--- config.mk ---
export PLATFORM = sky130hd
export DESIGN_NAME = lsu_mem_flat
export DESIGN_NICKNAME = d
export VERILOG_FILES = /design/src/rtl/lsu_mem_pkg.sv /design/src/rtl/lsu_mem_if.sv /design/src/rtl/lsu_mem_align.sv /design/src/rtl/lsu_mem.sv /design/src/flat_wrapper.sv
export SDC_FILE = /design/constraint.sdc
export NUM_CORES = 1
export LEC_CHECK = 0
export CORE_ASPECT_RATIO = 1.4
export CORE_UTILIZATION = 68
export CTS_CLUSTER_DIAMETER = 100
export DETAILED_ROUTE_END_ITERATION = 10
export DONT_BUFFER_PORTS = 1
export MAX_ROUTING_LAYER = met4
export PLACE_DENSITY = 0.92
export SETUP_SLACK_MARGIN = 0.3
export SKIP_CTS_REPAIR_TIMING = 1
export SLEW_MARGIN = 25
export SYNTH_ARGS = -nofsm -noshare
export SYNTH_HDL_FRONTEND = slang
export SYNTH_SLANG_ARGS = --single-unit
--- constraint.sdc ---
create_clock -name clk_sys -period 3.4 [get_ports clk_sys]
set_clock_uncertainty 0.15 [all_clocks]
set_input_delay 0.51 -clock clk_sys [delete_from_list [all_inputs] [get_ports clk_sys]]
set_output_delay 0.51 -clock clk_sys [all_outputs]
set_load 0.01 [all_outputs]
--- src/rtl/lsu_mem_pkg.sv ---
// Shared definitions for the MEM-stage load/store unit: funct3 size/sign codes,
// FSM states and the access legality rule.
package lsu_mem_pkg;

  localparam logic [2:0] F3_B  = 3'b000;  // LB / SB
  localparam logic [2:0] F3_H  = 3'b001;  // LH / SH
  localparam logic [2:0] F3_W  = 3'b010;  // LW / SW
  localparam logic [2:0] F3_BU = 3'b100;  // LBU
  localparam logic [2:0] F3_HU = 3'b101;  // LHU

  typedef enum logic [1:0] {
    S_IDLE,
    S_REQ,
    S_RESP
  } state_e;

  // Unknown size codes and accesses that straddle their natural alignment are dropped.
  function automatic logic access_illegal(input logic [2:0] funct3, input logic [1:0] addr_lo);
    logic bad;
    case (funct3)
      F3_B, F3_BU: bad = 1'b0;
      F3_H, F3_HU: bad = addr_lo[0];
      F3_W:        bad = (addr_lo != 2'b00);
      default:     bad = 1'b1;
    endcase
    return bad;
  endfunction

endpackage

--- src/rtl/lsu_mem_if.sv ---
// Data-bus bundle between the MEM stage and memory: a single-outstanding
// valid/ready request channel plus a response strobe used by reads and writes.
interface lsu_mem_if;
  logic        o_dbus_req_vld;
  logic        i_dbus_req_rdy;
  logic [31:0] o_dbus_addr;
  logic        o_dbus_we;
  logic [3:0]  o_dbus_wstrb;
  logic [31:0] o_dbus_wdata;
  logic        i_dbus_rsp_vld;
  logic [31:0] i_dbus_rdata;

  modport master (
    output o_dbus_req_vld, o_dbus_addr, o_dbus_we, o_dbus_wstrb, o_dbus_wdata,
    input  i_dbus_req_rdy, i_dbus_rsp_vld, i_dbus_rdata
  );

  modport slave (
    input  o_dbus_req_vld, o_dbus_addr, o_dbus_we, o_dbus_wstrb, o_dbus_wdata,
    output i_dbus_req_rdy, i_dbus_rsp_vld, i_dbus_rdata
  );
endinterface

--- src/rtl/lsu_mem_align.sv ---
// Combinational lane logic: store byte strobes and lane replication, and load
// byte/half extraction with sign or zero extension.
module lsu_mem_align
  import lsu_mem_pkg::*;
(
  input  logic [2:0]  st_funct3,
  input  logic [1:0]  st_addr_lo,
  input  logic [31:0] st_data,
  output logic [3:0]  st_wstrb,
  output logic [31:0] st_wdata,
  input  logic [2:0]  ld_funct3,
  input  logic [1:0]  ld_addr_lo,
  input  logic [31:0] ld_rdata,
  output logic [31:0] ld_data
);

  logic [31:0] ld_shift;

  // NOTE: every output of a combinational block gets a default first, so no path leaves it unassigned (no latch).
  always_comb begin
    st_wstrb = 4'hF;
    st_wdata = st_data;
    case (st_funct3)
      F3_B, F3_BU: begin
        st_wstrb = 4'b0001 << st_addr_lo;
        st_wdata = {4{st_data[7:0]}};
      end
      F3_H, F3_HU: begin
        st_wstrb = 4'b0011 << st_addr_lo;
        st_wdata = {2{st_data[15:0]}};
      end
      default: ;
    endcase
  end

  always_comb begin
    ld_shift = ld_rdata >> {ld_addr_lo, 3'b000};
    ld_data  = ld_shift;
    case (ld_funct3)
      F3_B:    ld_data = {{24{ld_shift[7]}}, ld_shift[7:0]};
      F3_H:    ld_data = {{16{ld_shift[15]}}, ld_shift[15:0]};
      F3_BU:   ld_data = {24'h0, ld_shift[7:0]};
      F3_HU:   ld_data = {16'h0, ld_shift[15:0]};
      default: ;
    endcase
  end

endmodule

--- src/rtl/lsu_mem.sv ---
// MEM stage: drives one data-bus transaction at a time, stalls the front end
// while it is pending, and registers the MEM/WB writeback.
module lsu_mem
  import lsu_mem_pkg::*;
#(
  parameter int unsigned RSP_TIMEOUT = 255
) (
  input  logic             clk_sys,
  input  logic             rst_sys,
  input  logic             i_mem_wreq,
  input  logic             i_mem_rreq,
  input  logic [31:0]      i_mem_addr,
  input  logic [31:0]      i_mem_wdata,
  input  logic [2:0]       i_mem_funct3,
  input  logic             i_rd_wen,
  input  logic [4:0]       i_rd_addr,
  input  logic [31:0]      i_result,
  output logic             o_stall,
  output logic             o_misalign,
  output logic             o_bus_err,
  lsu_mem_if.master        dbus,
  output logic             o_rd_wen,
  output logic [4:0]       o_rd_addr,
  output logic [31:0]      o_rd_wdata
);

  state_e      state;
  logic [31:0] cnt;
  logic [2:0]  cap_funct3;
  logic [1:0]  cap_addr_lo;
  logic        cap_rd_wen;
  logic [4:0]  cap_rd_addr;

  logic        req_any;
  logic        illegal;
  logic        timeout;
  logic [3:0]  st_wstrb;
  logic [31:0] st_wdata;
  logic [31:0] ld_data;

  assign req_any = i_mem_wreq | i_mem_rreq;
  assign illegal = access_illegal(i_mem_funct3, i_mem_addr[1:0]);
  assign timeout = (RSP_TIMEOUT != 0) && (state != S_IDLE) && (cnt == RSP_TIMEOUT - 1);

  lsu_mem_align u_align (
    .st_funct3  (i_mem_funct3),
    .st_addr_lo (i_mem_addr[1:0]),
    .st_data    (i_mem_wdata),
    .st_wstrb   (st_wstrb),
    .st_wdata   (st_wdata),
    .ld_funct3  (cap_funct3),
    .ld_addr_lo (cap_addr_lo),
    .ld_rdata   (dbus.i_dbus_rdata),
    .ld_data    (ld_data)
  );

  // The stall releases in the completing cycle so the next op is presented right after the response.
  always_comb begin
    o_stall = 1'b0;
    case (state)
      S_IDLE:  o_stall = req_any & ~illegal;
      S_REQ:   o_stall = ~timeout;
      S_RESP:  o_stall = ~(dbus.i_dbus_rsp_vld | timeout);
      default: o_stall = 1'b0;
    endcase
  end

  // NOTE: sequential state uses non-blocking assignments so every flop samples pre-edge values.
  always_ff @(posedge clk_sys) begin
    if (rst_sys) begin
      state               <= S_IDLE;
      cnt                 <= '0;
      cap_funct3          <= '0;
      cap_addr_lo         <= '0;
      cap_rd_wen          <= 1'b0;
      cap_rd_addr         <= '0;
      o_misalign          <= 1'b0;
      o_bus_err           <= 1'b0;
      dbus.o_dbus_req_vld <= 1'b0;
      dbus.o_dbus_addr    <= '0;
      dbus.o_dbus_we      <= 1'b0;
      dbus.o_dbus_wstrb   <= '0;
      dbus.o_dbus_wdata   <= '0;
      o_rd_wen            <= 1'b0;
      o_rd_addr           <= '0;
      o_rd_wdata          <= '0;
    end else begin
      o_misalign <= 1'b0;
      o_bus_err  <= 1'b0;
      case (state)
        S_IDLE: begin
          cnt <= '0;
          if (!req_any) begin
            o_rd_wen   <= i_rd_wen;
            o_rd_addr  <= i_rd_addr;
            o_rd_wdata <= i_result;
          end else if (illegal) begin
            o_misalign <= 1'b1;
            o_rd_wen   <= 1'b0;
          end else begin
            // A store wins over a simultaneous load, so it never writes back.
            cap_funct3          <= i_mem_funct3;
            cap_addr_lo         <= i_mem_addr[1:0];
            cap_rd_wen          <= i_rd_wen & ~i_mem_wreq;
            cap_rd_addr         <= i_rd_addr;
            dbus.o_dbus_req_vld <= 1'b1;
            dbus.o_dbus_addr    <= {i_mem_addr[31:2], 2'b00};
            dbus.o_dbus_we      <= i_mem_wreq;
            dbus.o_dbus_wstrb   <= i_mem_wreq ? st_wstrb : 4'h0;
            dbus.o_dbus_wdata   <= st_wdata;
            o_rd_wen            <= 1'b0;
            state               <= S_REQ;
          end
        end
        S_REQ: begin
          cnt <= cnt + 32'd1;
          if (timeout) begin
            dbus.o_dbus_req_vld <= 1'b0;
            o_bus_err           <= 1'b1;
            o_rd_wen            <= 1'b0;
            state               <= S_IDLE;
          end else if (dbus.i_dbus_req_rdy) begin
            dbus.o_dbus_req_vld <= 1'b0;
            state               <= S_RESP;
          end
        end
        S_RESP: begin
          cnt <= cnt + 32'd1;
          if (dbus.i_dbus_rsp_vld) begin
            o_rd_wen  <= cap_rd_wen;
            o_rd_addr <= cap_rd_addr;
            if (!dbus.o_dbus_we) o_rd_wdata <= ld_data;
            state <= S_IDLE;
          end else if (timeout) begin
            o_bus_err <= 1'b1;
            o_rd_wen  <= 1'b0;
            state     <= S_IDLE;
          end
        end
        default: state <= S_IDLE;
      endcase
    end
  end

endmodule

--- src/flat_wrapper.sv ---
// flat-port wrapper written by rule: the top's interface ports become plain ports
module lsu_mem_flat import lsu_mem_pkg::*;
#(
  parameter int unsigned RSP_TIMEOUT = 255
)
  (clk_sys, rst_sys, i_mem_wreq, i_mem_rreq, i_mem_addr, i_mem_wdata, i_mem_funct3, i_rd_wen, i_rd_addr, i_result, o_stall, o_misalign, o_bus_err, o_rd_wen, o_rd_addr, o_rd_wdata, dbus_o_dbus_req_vld, dbus_o_dbus_addr, dbus_o_dbus_we, dbus_o_dbus_wstrb, dbus_o_dbus_wdata, dbus_i_dbus_req_rdy, dbus_i_dbus_rsp_vld, dbus_i_dbus_rdata);
  lsu_mem_if dbus_i ();
  input  logic clk_sys;
  input  logic rst_sys;
  input  logic i_mem_wreq;
  input  logic i_mem_rreq;
  input  logic [31:0] i_mem_addr;
  input  logic [31:0] i_mem_wdata;
  input  logic [2:0] i_mem_funct3;
  input  logic i_rd_wen;
  input  logic [4:0] i_rd_addr;
  input  logic [31:0] i_result;
  output logic o_stall;
  output logic o_misalign;
  output logic o_bus_err;
  output logic o_rd_wen;
  output logic [4:0] o_rd_addr;
  output logic [31:0] o_rd_wdata;
  output wire logic [$bits(dbus_i.o_dbus_req_vld)-1:0] dbus_o_dbus_req_vld;
  output wire logic [$bits(dbus_i.o_dbus_addr)-1:0] dbus_o_dbus_addr;
  output wire logic [$bits(dbus_i.o_dbus_we)-1:0] dbus_o_dbus_we;
  output wire logic [$bits(dbus_i.o_dbus_wstrb)-1:0] dbus_o_dbus_wstrb;
  output wire logic [$bits(dbus_i.o_dbus_wdata)-1:0] dbus_o_dbus_wdata;
  input wire logic [$bits(dbus_i.i_dbus_req_rdy)-1:0] dbus_i_dbus_req_rdy;
  input wire logic [$bits(dbus_i.i_dbus_rsp_vld)-1:0] dbus_i_dbus_rsp_vld;
  input wire logic [$bits(dbus_i.i_dbus_rdata)-1:0] dbus_i_dbus_rdata;
  assign dbus_o_dbus_req_vld = dbus_i.o_dbus_req_vld;
  assign dbus_o_dbus_addr = dbus_i.o_dbus_addr;
  assign dbus_o_dbus_we = dbus_i.o_dbus_we;
  assign dbus_o_dbus_wstrb = dbus_i.o_dbus_wstrb;
  assign dbus_o_dbus_wdata = dbus_i.o_dbus_wdata;
  assign dbus_i.i_dbus_req_rdy = dbus_i_dbus_req_rdy;
  assign dbus_i.i_dbus_rsp_vld = dbus_i_dbus_rsp_vld;
  assign dbus_i.i_dbus_rdata = dbus_i_dbus_rdata;
  lsu_mem #(.RSP_TIMEOUT(RSP_TIMEOUT)) u_core (.clk_sys(clk_sys), .rst_sys(rst_sys), .i_mem_wreq(i_mem_wreq), .i_mem_rreq(i_mem_rreq), .i_mem_addr(i_mem_addr), .i_mem_wdata(i_mem_wdata), .i_mem_funct3(i_mem_funct3), .i_rd_wen(i_rd_wen), .i_rd_addr(i_rd_addr), .i_result(i_result), .o_stall(o_stall), .o_misalign(o_misalign), .o_bus_err(o_bus_err), .dbus(dbus_i), .o_rd_wen(o_rd_wen), .o_rd_addr(o_rd_addr), .o_rd_wdata(o_rd_wdata));
endmodule
# Word-level counts from Yosys, hierarchy flattened
# Cells that the tools add are included.
# op_classes
n_addsub,1
n_eq_ne,17
shifts,3
muxes,34
bitwise_logic,10
reduce_logical,19
# ops
cell,count
one-hot mux 32 bit (2 select lines),3
one-hot mux 32 bit (4 select lines),1
2-to-1 mux 32 bit,3
adder 32 x 1 -> 32 bit (second input constant),1
equality test 32 x 8 -> 1 bit (second input constant),1
right shift 32 x 5 -> 32 bit,1
equality test 3 bit (second input constant),4
2-to-1 mux 2 bit,6
AND reduction 4 bit,3
2-to-1 mux 1 bit,10
2-to-1 mux 5 bit,2
one-hot mux 5 bit (2 select lines),1
nonzero test 2 bit,5
one-hot mux 1 bit (3 select lines),3
!= test 2 bit (second input constant),4
one-hot mux 4 bit (2 select lines),1
equality test 3 x 1 -> 1 bit (second input constant),2
logical NOT 3 bit,2
!= test 3 x 2 -> 1 bit (second input constant),2
inverter 1 bit,6
one-hot mux 2 bit (3 select lines),1
AND reduction 3 bit,2
OR reduction 2 bit,3
2-to-1 mux 4 bit,1
other kinds (13),16
# word_totals
ff_bits,153
input_bits,143
elab_cells,100

# Depth between registers and ports, before layout
# Gate-level depths: netlist of the first run.
# logic_depth
ltp_word,6
mapped_depth,9
ltp_nobuf,7

# Hierarchy
# A second synthesis of the first run with hierarchy kept.
# unflattened
hier_cells,905
hier_area_um2,7643.6
# modules_own_cells
module,n_inst,cells_each,area_per_inst_um2
lsu_mem,1,740,6413.7
lsu_mem_align,1,165,1229.9

# Least setup slack after synthesis of the first run
# OpenSTA, ideal clock, no wires.
# synth_path
path_type,input to output
startpoint,input i_mem_wreq
endpoint,output o_stall
t_arrival_ns,1.724
required_time_ns,2.740
setup_slack_ns,1.016
path_stages,8
n_path_buf,4
path_cell_list,clkbuf_1 o21a_1 and2_1 buf_2 buf_4 buf_4 a21oi_1 nor2_1
# synth_via
elab_chain_len,3
# synth_rtl
item,line,rtl
from (decl),flat_wrapper.sv:10,input logic i_mem_wreq;
OR 1 bit,lsu_mem.sv:41,assign req_any = i_mem_wreq | i_mem_rreq;
AND 1 bit,lsu_mem.sv:61,S_IDLE: o_stall = req_any & ~illegal;
one-hot mux 1 bit (3 select lines),lsu_mem.sv:60,case (state)
to (decl),flat_wrapper.sv:18,output logic o_stall;
# Every way passes these cells.

# Final worst setup path of the first run
# layout_path
startpoint,register u_core.state[0]
endpoint,output o_stall
# layout_via
elab_chain_len,5
elab_cells_between_ends,9
classes_between,2 x eq/ne; 1 x mux; 3 x bitwise; 3 x reduce/logical
# layout_rtl
item,line,rtl
from (decl),lsu_mem.sv:27,state_e state;
from (signal assigned),lsu_mem.sv:71,state <= S_IDLE;
from (signal assigned),lsu_mem.sv:112,state <= S_REQ;
from (signal assigned),lsu_mem.sv:121,state <= S_IDLE;
nonzero test 2 bit,lsu_mem.sv:43,assign timeout = (RSP_TIMEOUT != 0) && (state != S_IDLE) && (cnt == RSP_TIMEOUT - 1);
logical AND 1 bit,lsu_mem.sv:43,
OR 1 bit,lsu_mem.sv:63,S_RESP: o_stall = ~(dbus.i_dbus_rsp_vld | timeout);
inverter 1 bit,lsu_mem.sv:63,
one-hot mux 1 bit (3 select lines) *,lsu_mem.sv:60,
# Every way passes the cells marked *; elsewhere a longest branch is shown, timed or not.

==> out/results.md, run 1 <==
## Route
- average wire per standard cell: 18.79 um
- per-cell via count in the routed design: 6.371
- DR WL met2: 8905 um
- count of nets left with antenna violations after detail routing: 0
- wire length reported by the detailed router: 18,920 um
- DRT Pass-1 Iters: 5
- vias: 6,416
- initial drt markers: 451
- DR top layer: met4
- Routed met3 length: 2128 um
- Residual DRC: 0
- wire length on met1: 7006 um

## Logic synthesis
- cells taking the most area after synthesis: sky130_fd_sc_hd__dfxtp_1 42%, sky130_fd_sc_hd__nand2_1 9.6%, sky130_fd_sc_hd__a21oi_1 6.3%
- Cells after Synth: 891
- Yosys warnings: 0
- Synth top area share: 42.47%
- share of the yosys chip area belonging to registers: 42.47%
- Post-Syn Area per Cell: 8.094 um^2
- Async S/R FF share, synth: 0%
- number of synthesized register bits: 153
- Primary FF master, synth: sky130_fd_sc_hd__dfxtp_1
- Synth cell types: 55
- number of enable flip-flop cells after synthesis: 0
- post-synth top area cell: sky130_fd_sc_hd__dfxtp_1
- area of the mapped netlist: 7212 um^2

## Worst setup path
- required time reported for the critical path endpoint: 2.74 ns
- Arrival @ worst endpoint: 2.21 ns
- count of cells along the worst register-to-register path: 7
- Critical Path Max Stage Delay: 0.40 ns
- cell chain of the critical path: inv_1, ha_1, o21a_1, and2_2, a21oi_1, nor2_1
- CP endpoint kind: primary output
- critical path start-end classification: register to primary output
- Startpoint Class: register
- cell with the largest stage delay on the worst path: sky130_fd_sc_hd__and2_2
- setup slack, reg-to-reg: 0.88 ns
- reg-to-reg endpoint: u_core.dbus.o_dbus_wdata[9]$_SDFFE_PP0P_
- worst r2r src: u_core.state[0]$_SDFFE_PP0P_
- crit-path max FO: 11

## Worst hold path
- hold depth: 1
- Hold Path Class: input port to register
- end point of the worst hold path: u_core.o_rd_wdata[2]$_SDFFE_PP0P_
- Worst Min Path Start: rst_sys

## GRT
- number of global-route vias before repair: 5,621
- global-route wire length before repair: 27,370 um
- overall fraction of global-route tracks in use: 33.40%
- maximum number of pins on one net before global-route repair: 101
- antenna violations before repair: 0
- Congestion Overflow GR: 0

## Layout
- Final Net Count: 1,006
- share of layout cells above drive strength 1: 8.400%
- final antenna diode count: 0
- layout overhead on the synthesized area: 7.807%
- most frequent cells in the layout: 184 x sky130_fd_sc_hd__nand2_1, 153 x sky130_fd_sc_hd__dfxtp_1, 91 x sky130_fd_sc_hd__a21oi_1
- leading cell type in the layout, fill and taps excluded: sky130_fd_sc_hd__nand2_1

## Timing
- Final Max Slew Viols: 0
- slew margin rel.: 53.63%
- final setup fails: 0
- RSZ-0062 raised after global routing: false
- period utilization: 84.37%
- Fin. Hold Viols: 0
- pin slew with the least headroom to its limit: 0.6918 ns
- post-layout minimum cycle time: 2.869 ns
- maximum operating frequency: 348.6 MHz
- setup TNS: 0 ns
- Final Hold Slack: 0.02154 ns

## Flow run
- max cap viols: 0

## Clocking
- number of buffers created by CTS: 17
- Worst-Skew Late Latency: 0.42 ns
- master cell of the clock root buffer: sky130_fd_sc_hd__clkbuf_16
- clock slew at the register clock pins of the worst setup and hold paths: 0.06 ns
- CTS HTree Levels: 4
- number of clock sinks: 153
- CTS tree: yes
- Clock Tree Buf Depth: 2

## Floorplan
- Site Rows: 44
- number of placed I/O pins: 254
- Die Y: 123.9 um
- horizontal die dimension: 89.04 um
- standard cell core area: 10,350 um^2
- die area: 11,030 um^2
- effective utilization at floorplan: 69.68%

## Placement
- final weighted congestion in routability-driven placement: 0.9147
- dpl hpwl: 13,070 um
- port buffer count: 0

## Power
- maximum vdd drop: 0.0003962 V
- leakage power: 2.692 nW
- Power Dens Cells: 639.6 nW/um^2

## Run status
- run status: complete, no violations

-- per-stage QoR --
stage	setup slack, ns	instance area, um^2	cells	util (%)	total power [mW]
4_1_cts	0.5378	7775	1007	75.12	4.978
2_1_floorplan	1.016	7216	892	-	2.891
6_report	0.5313	7775	1007	75.12	4.973
5_1_grt	0.3951	7775	1007	75.12	5.191
3_3_place_gp	1.078	7161	975	69.19	3.018
3_5_place_dp	0.9972	7166	975	69.23	3.049
-- cell families after synthesis --
kind of cell	count (synthesis)	synth area share (%)
flops	153	42.47
simple gates	351	22.10
compound gates	230	18.79
other cells	1	0.05200
fa+ha+maj	7	1.214
mux	54	7.807
xor+xnor	22	2.672
buf+inv	73	4.892
-- synth_stat cells, drive strengths merged, types with 3 or more instances --
cell type,count
nand2b,3
nor2b,6
nand4,12
a211oi,22
ha,7
mux2i,45
mux2,8
nand3,9
dfxtp,153
nor4,11
inv,9
nor3b,3
a311oi,9
or3,10
nand3b,4
buf,34
nor2,82
xnor2,17
o31a,3
o21a,12
o211ai,7
nor3,11
nand2,186
and2,3
o221ai,8
xor2,5
and4,4
a21oi,92
clkbuf,30
o21ai,74
-- registers in the layout (all words and copies together) (netlist names), 2 cells and up --
register and count:
u_core.cap_addr_lo 2, u_core.cap_rd_addr 5, u_core.cap_funct3 3, u_core.dbus.o_dbus_wdata 32, u_core.cnt 32, u_core.dbus.o_dbus_addr 30
u_core.dbus.o_dbus_wstrb 4, u_core.o_rd_addr 5, u_core.o_rd_wdata 32, u_core.state 2
-- final cells by class --
cell class	instances	area [um^2]
fillers	734	2575
multi-input cells	666	3816
flip-flops and latches	153	3063
inverters	9	33.78
clock buffers	17	425.4
well taps	138	172.7
clock inverters	15	183.9
repair buffers	9	80.08
-- worst max-delay path by stage --
stage / from / to / slack, ns / depth (start not counted)
floorplan: i_mem_wreq / o_stall / 1.02 / 8
global placement: u_core.state[0]$_SDFFE_PP0P_ / o_stall / 1.08 / 6
detailed placement: u_core.state[0]$_SDFFE_PP0P_ / u_core.o_rd_wdata[19]$_SDFFE_PP0P_ / 1.0 / 9
CTS: u_core.state[0]$_SDFFE_PP0P_ / o_stall / 0.54 / 6
global route: u_core.state[0]$_SDFFE_PP0P_ / o_stall / 0.40 / 6
finish: u_core.state[0]$_SDFFE_PP0P_ / o_stall / 0.53 / 6
-- worst max-delay path: cells and delay by family (launching register included) --
family                     cells  cell delay (ns)
AOI/OAI and AO/OA              2             0.43
buffers and inverters          1             0.12
adders and majority gates      1             0.28
and+or+nand+nor                2             0.61
DFF                            1             0.34
-- report_power, final --
group / total (mW) / switching, mW / internal, mW
registers: 2.26 / 0.254 / 2.01
logic: 0.773 / 0.487 / 0.286
clock network: 1.94 / 0.822 / 1.12
-- per-layer routing --
metal / vias up / GRT usage, %
li1: 3031 / -
met1: 2972 / 37.63
met2: 335 / 52.12
met3: 78 / 11.46
met4: 0 / 17.66
met5: - / -
Power figures use the tool's default switching activity.
==> run 2: changes to the inputs <==
CORE_UTILIZATION = 57   (was 68)
PLACE_DENSITY = 0.83   (was 0.92)
clock period = 2.6 ns   (was 3.4 ns; I/O delays follow)
==> run 2 against run 1 <==
  * The flow now finishes with violations (hold timing)
  * Combinational power increased by 35%
  * Final area increased by 3.5%
  * Flip-flop and latch count stayed put
  * Clock power increased by 31%
  * Sequential share of layout area down 1.1 points
  * Core utilization is 9.8 points lower
  * Power grew 32%
  * Final cell count grew 2.7%
  * Critical path depth is 1 lower
  * Highest routed layer unchanged
==> out/results.md, run 2 (synthesis results as in run 1) <==
## Route
- Residual DRC: 0
- initial drt markers: 352
- wire length reported by the detailed router: 19,050 um
- count of nets left with antenna violations after detail routing: 0
- DRT Pass-1 Iters: 5
- average wire per standard cell: 18.42 um
- per-cell via count in the routed design: 6.132
- vias: 6,341

## Flow run
- max cap viols: 0

## Timing
- Final Max Slew Viols: 0
- maximum operating frequency: 405.4 MHz
- period utilization: 94.88%
- pin slew with the least headroom to its limit: 0.6635 ns
- RSZ-0062 raised after global routing: true
- post-layout minimum cycle time: 2.467 ns
- slew margin rel.: 55.52%
- Fin. Hold Viols: 83
- Final Hold Slack: -0.1104 ns
- final setup fails: 0

## Worst setup path
- setup slack, reg-to-reg: 0.47 ns
- required time reported for the critical path endpoint: 2.06 ns
- Arrival @ worst endpoint: 1.93 ns
- delay-heaviest family, CP: simple AND/OR/NAND/NOR gates
- CP endpoint kind: primary output
- cell with the largest stage delay on the worst path: sky130_fd_sc_hd__or3_4
- critical path start-end classification: register to primary output
- crit-path max FO: 4
- Startpoint Class: register
- sum of buffers and inverters on the critical path: 0
- Critical Path Max Stage Delay: 0.38 ns
- cell chain of the critical path: nor4_2, nand4_1, or3_4, a21oi_2, nor2_2

## GRT
- overall fraction of global-route tracks in use: 28.49%
- maximum number of pins on one net before global-route repair: 101
- antenna violations before repair: 0
- global-route wire length before repair: 29,010 um
- Congestion Overflow GR: 0
- number of global-route vias before repair: 5,685

## Placement
- port buffer count: 0
- number of cells after detailed placement: 992
- final weighted congestion in routability-driven placement: 0.8810
- dpl hpwl: 13,330 um

## Layout
- share of the core filled with cells: 65.36%
- layout overhead on the synthesized area: 11.57%
- final antenna diode count: 0
- number of standard cells in the layout, taps in and fillers out: 1,034
- registers with the highest flip-flop counts: u_core.cnt (32), u_core.dbus.o_dbus_wdata (32), u_core.o_rd_wdata (32)
- Final Net Count: 1,021
- most frequent cells in the layout: 184 x sky130_fd_sc_hd__nand2_1, 141 x sky130_fd_sc_hd__dfxtp_1, 90 x sky130_fd_sc_hd__a21oi_1
- share of layout cells above drive strength 1: 12.22%
- leading cell type in the layout, fill and taps excluded: sky130_fd_sc_hd__nand2_1

## Clocking
- CTS tree: yes
- CTS HTree Levels: 4
- Clock Tree Buf Depth: 2
- number of clock sinks: 153
- number of buffers created by CTS: 17
- master cell of the clock root buffer: sky130_fd_sc_hd__clkbuf_16
- clock slew at the register clock pins of the worst setup and hold paths: 0.06 ns
- Worst-Skew Late Latency: 0.42 ns

## Power
- Power Dens Cells: 814.0 nW/um^2
- PnR Total Power: 6.550 mW
- leakage power: 2.803 nW
- maximum vdd drop: 0.0004441 V

## Floorplan
- standard cell core area: 12,310 um^2
- Die Y: 135.1 um
- horizontal die dimension: 97.07 um
- die area: 13,110 um^2
- Site Rows: 48
- number of placed I/O pins: 254
- effective utilization at floorplan: 58.58%

## Run status
- run status: finished with violations
- violations in the final reports: hold timing

## Worst hold path
- Hold Path Class: input port to register

## run 2: cell types whose count changed in the layout (fill, tap and decap cells not counted), moves of 3 or more
cell,change
sky130_fd_sc_hd__nor4_4,+3
sky130_fd_sc_hd__inv_6,-4
sky130_fd_sc_hd__dlygate4sd3_1,+6
sky130_fd_sc_hd__clkinv_4,+3
sky130_fd_sc_hd__dfxtp_2,+10
sky130_fd_sc_hd__nor4_1,-5
sky130_fd_sc_hd__buf_4,+8
sky130_fd_sc_hd__dfxtp_1,-12
## run 2: routing by layer
layer / vias up / global-route usage, % / share of wire, %
met2: 256 / 45.50 / 50
met4: 0 / 12.27 / 3.1
met5: - / - / 0
met1: 2981 / 34.15 / 39
li1: 3052 / - / -
met3: 52 / 7.195 / 7.4
## run 2: cell type report
type | count | area [um^2]
multi-input cells | 666 | 3906
fillers | 1019 | 4265
clock buffers | 18 | 439.2
clock inverters | 14 | 181.4
well taps | 150 | 187.7
inverters | 9 | 33.78
repair buffers | 24 | 215.2
flip-flops and latches | 153 | 3083
## run 2: power by group
part	total, mW	internal [mW]	switching [mW]
combinational	1.04	0.409	0.634
clock	2.55	1.49	1.07
sequential	2.95	2.63	0.324
total	6.55	4.52	2.03
## run 2: path summary, 6_finish.rpt
kind | start | to | depth (start not counted)
max reg2reg | u_core.cnt[18]$_SDFFE_PP0P_ | u_core.state[0]$_SDFFE_PP0P_ | 7
min reg2reg | u_core.cap_rd_wen$_SDFFE_PP0P_ | u_core.cap_rd_wen$_SDFFE_PP0P_ | 2
min | rst_sys | u_core.o_rd_wdata[3]$_SDFFE_PP0P_ | 1
max | u_core.cnt[18]$_SDFFE_PP0P_ | o_stall | 5
## run 2: through the flow
stage	TNS, ns	cell area (um^2)	setup slack, ns
2_1_floorplan	0	7216	0.4444
3_3_place_gp	0	7214	0.3254
3_5_place_dp	0	7214	0.2193
4_1_cts	-0.07400	7835	-0.07400
5_1_grt	0	8046	0.08393
6_report	0	8046	0.1332
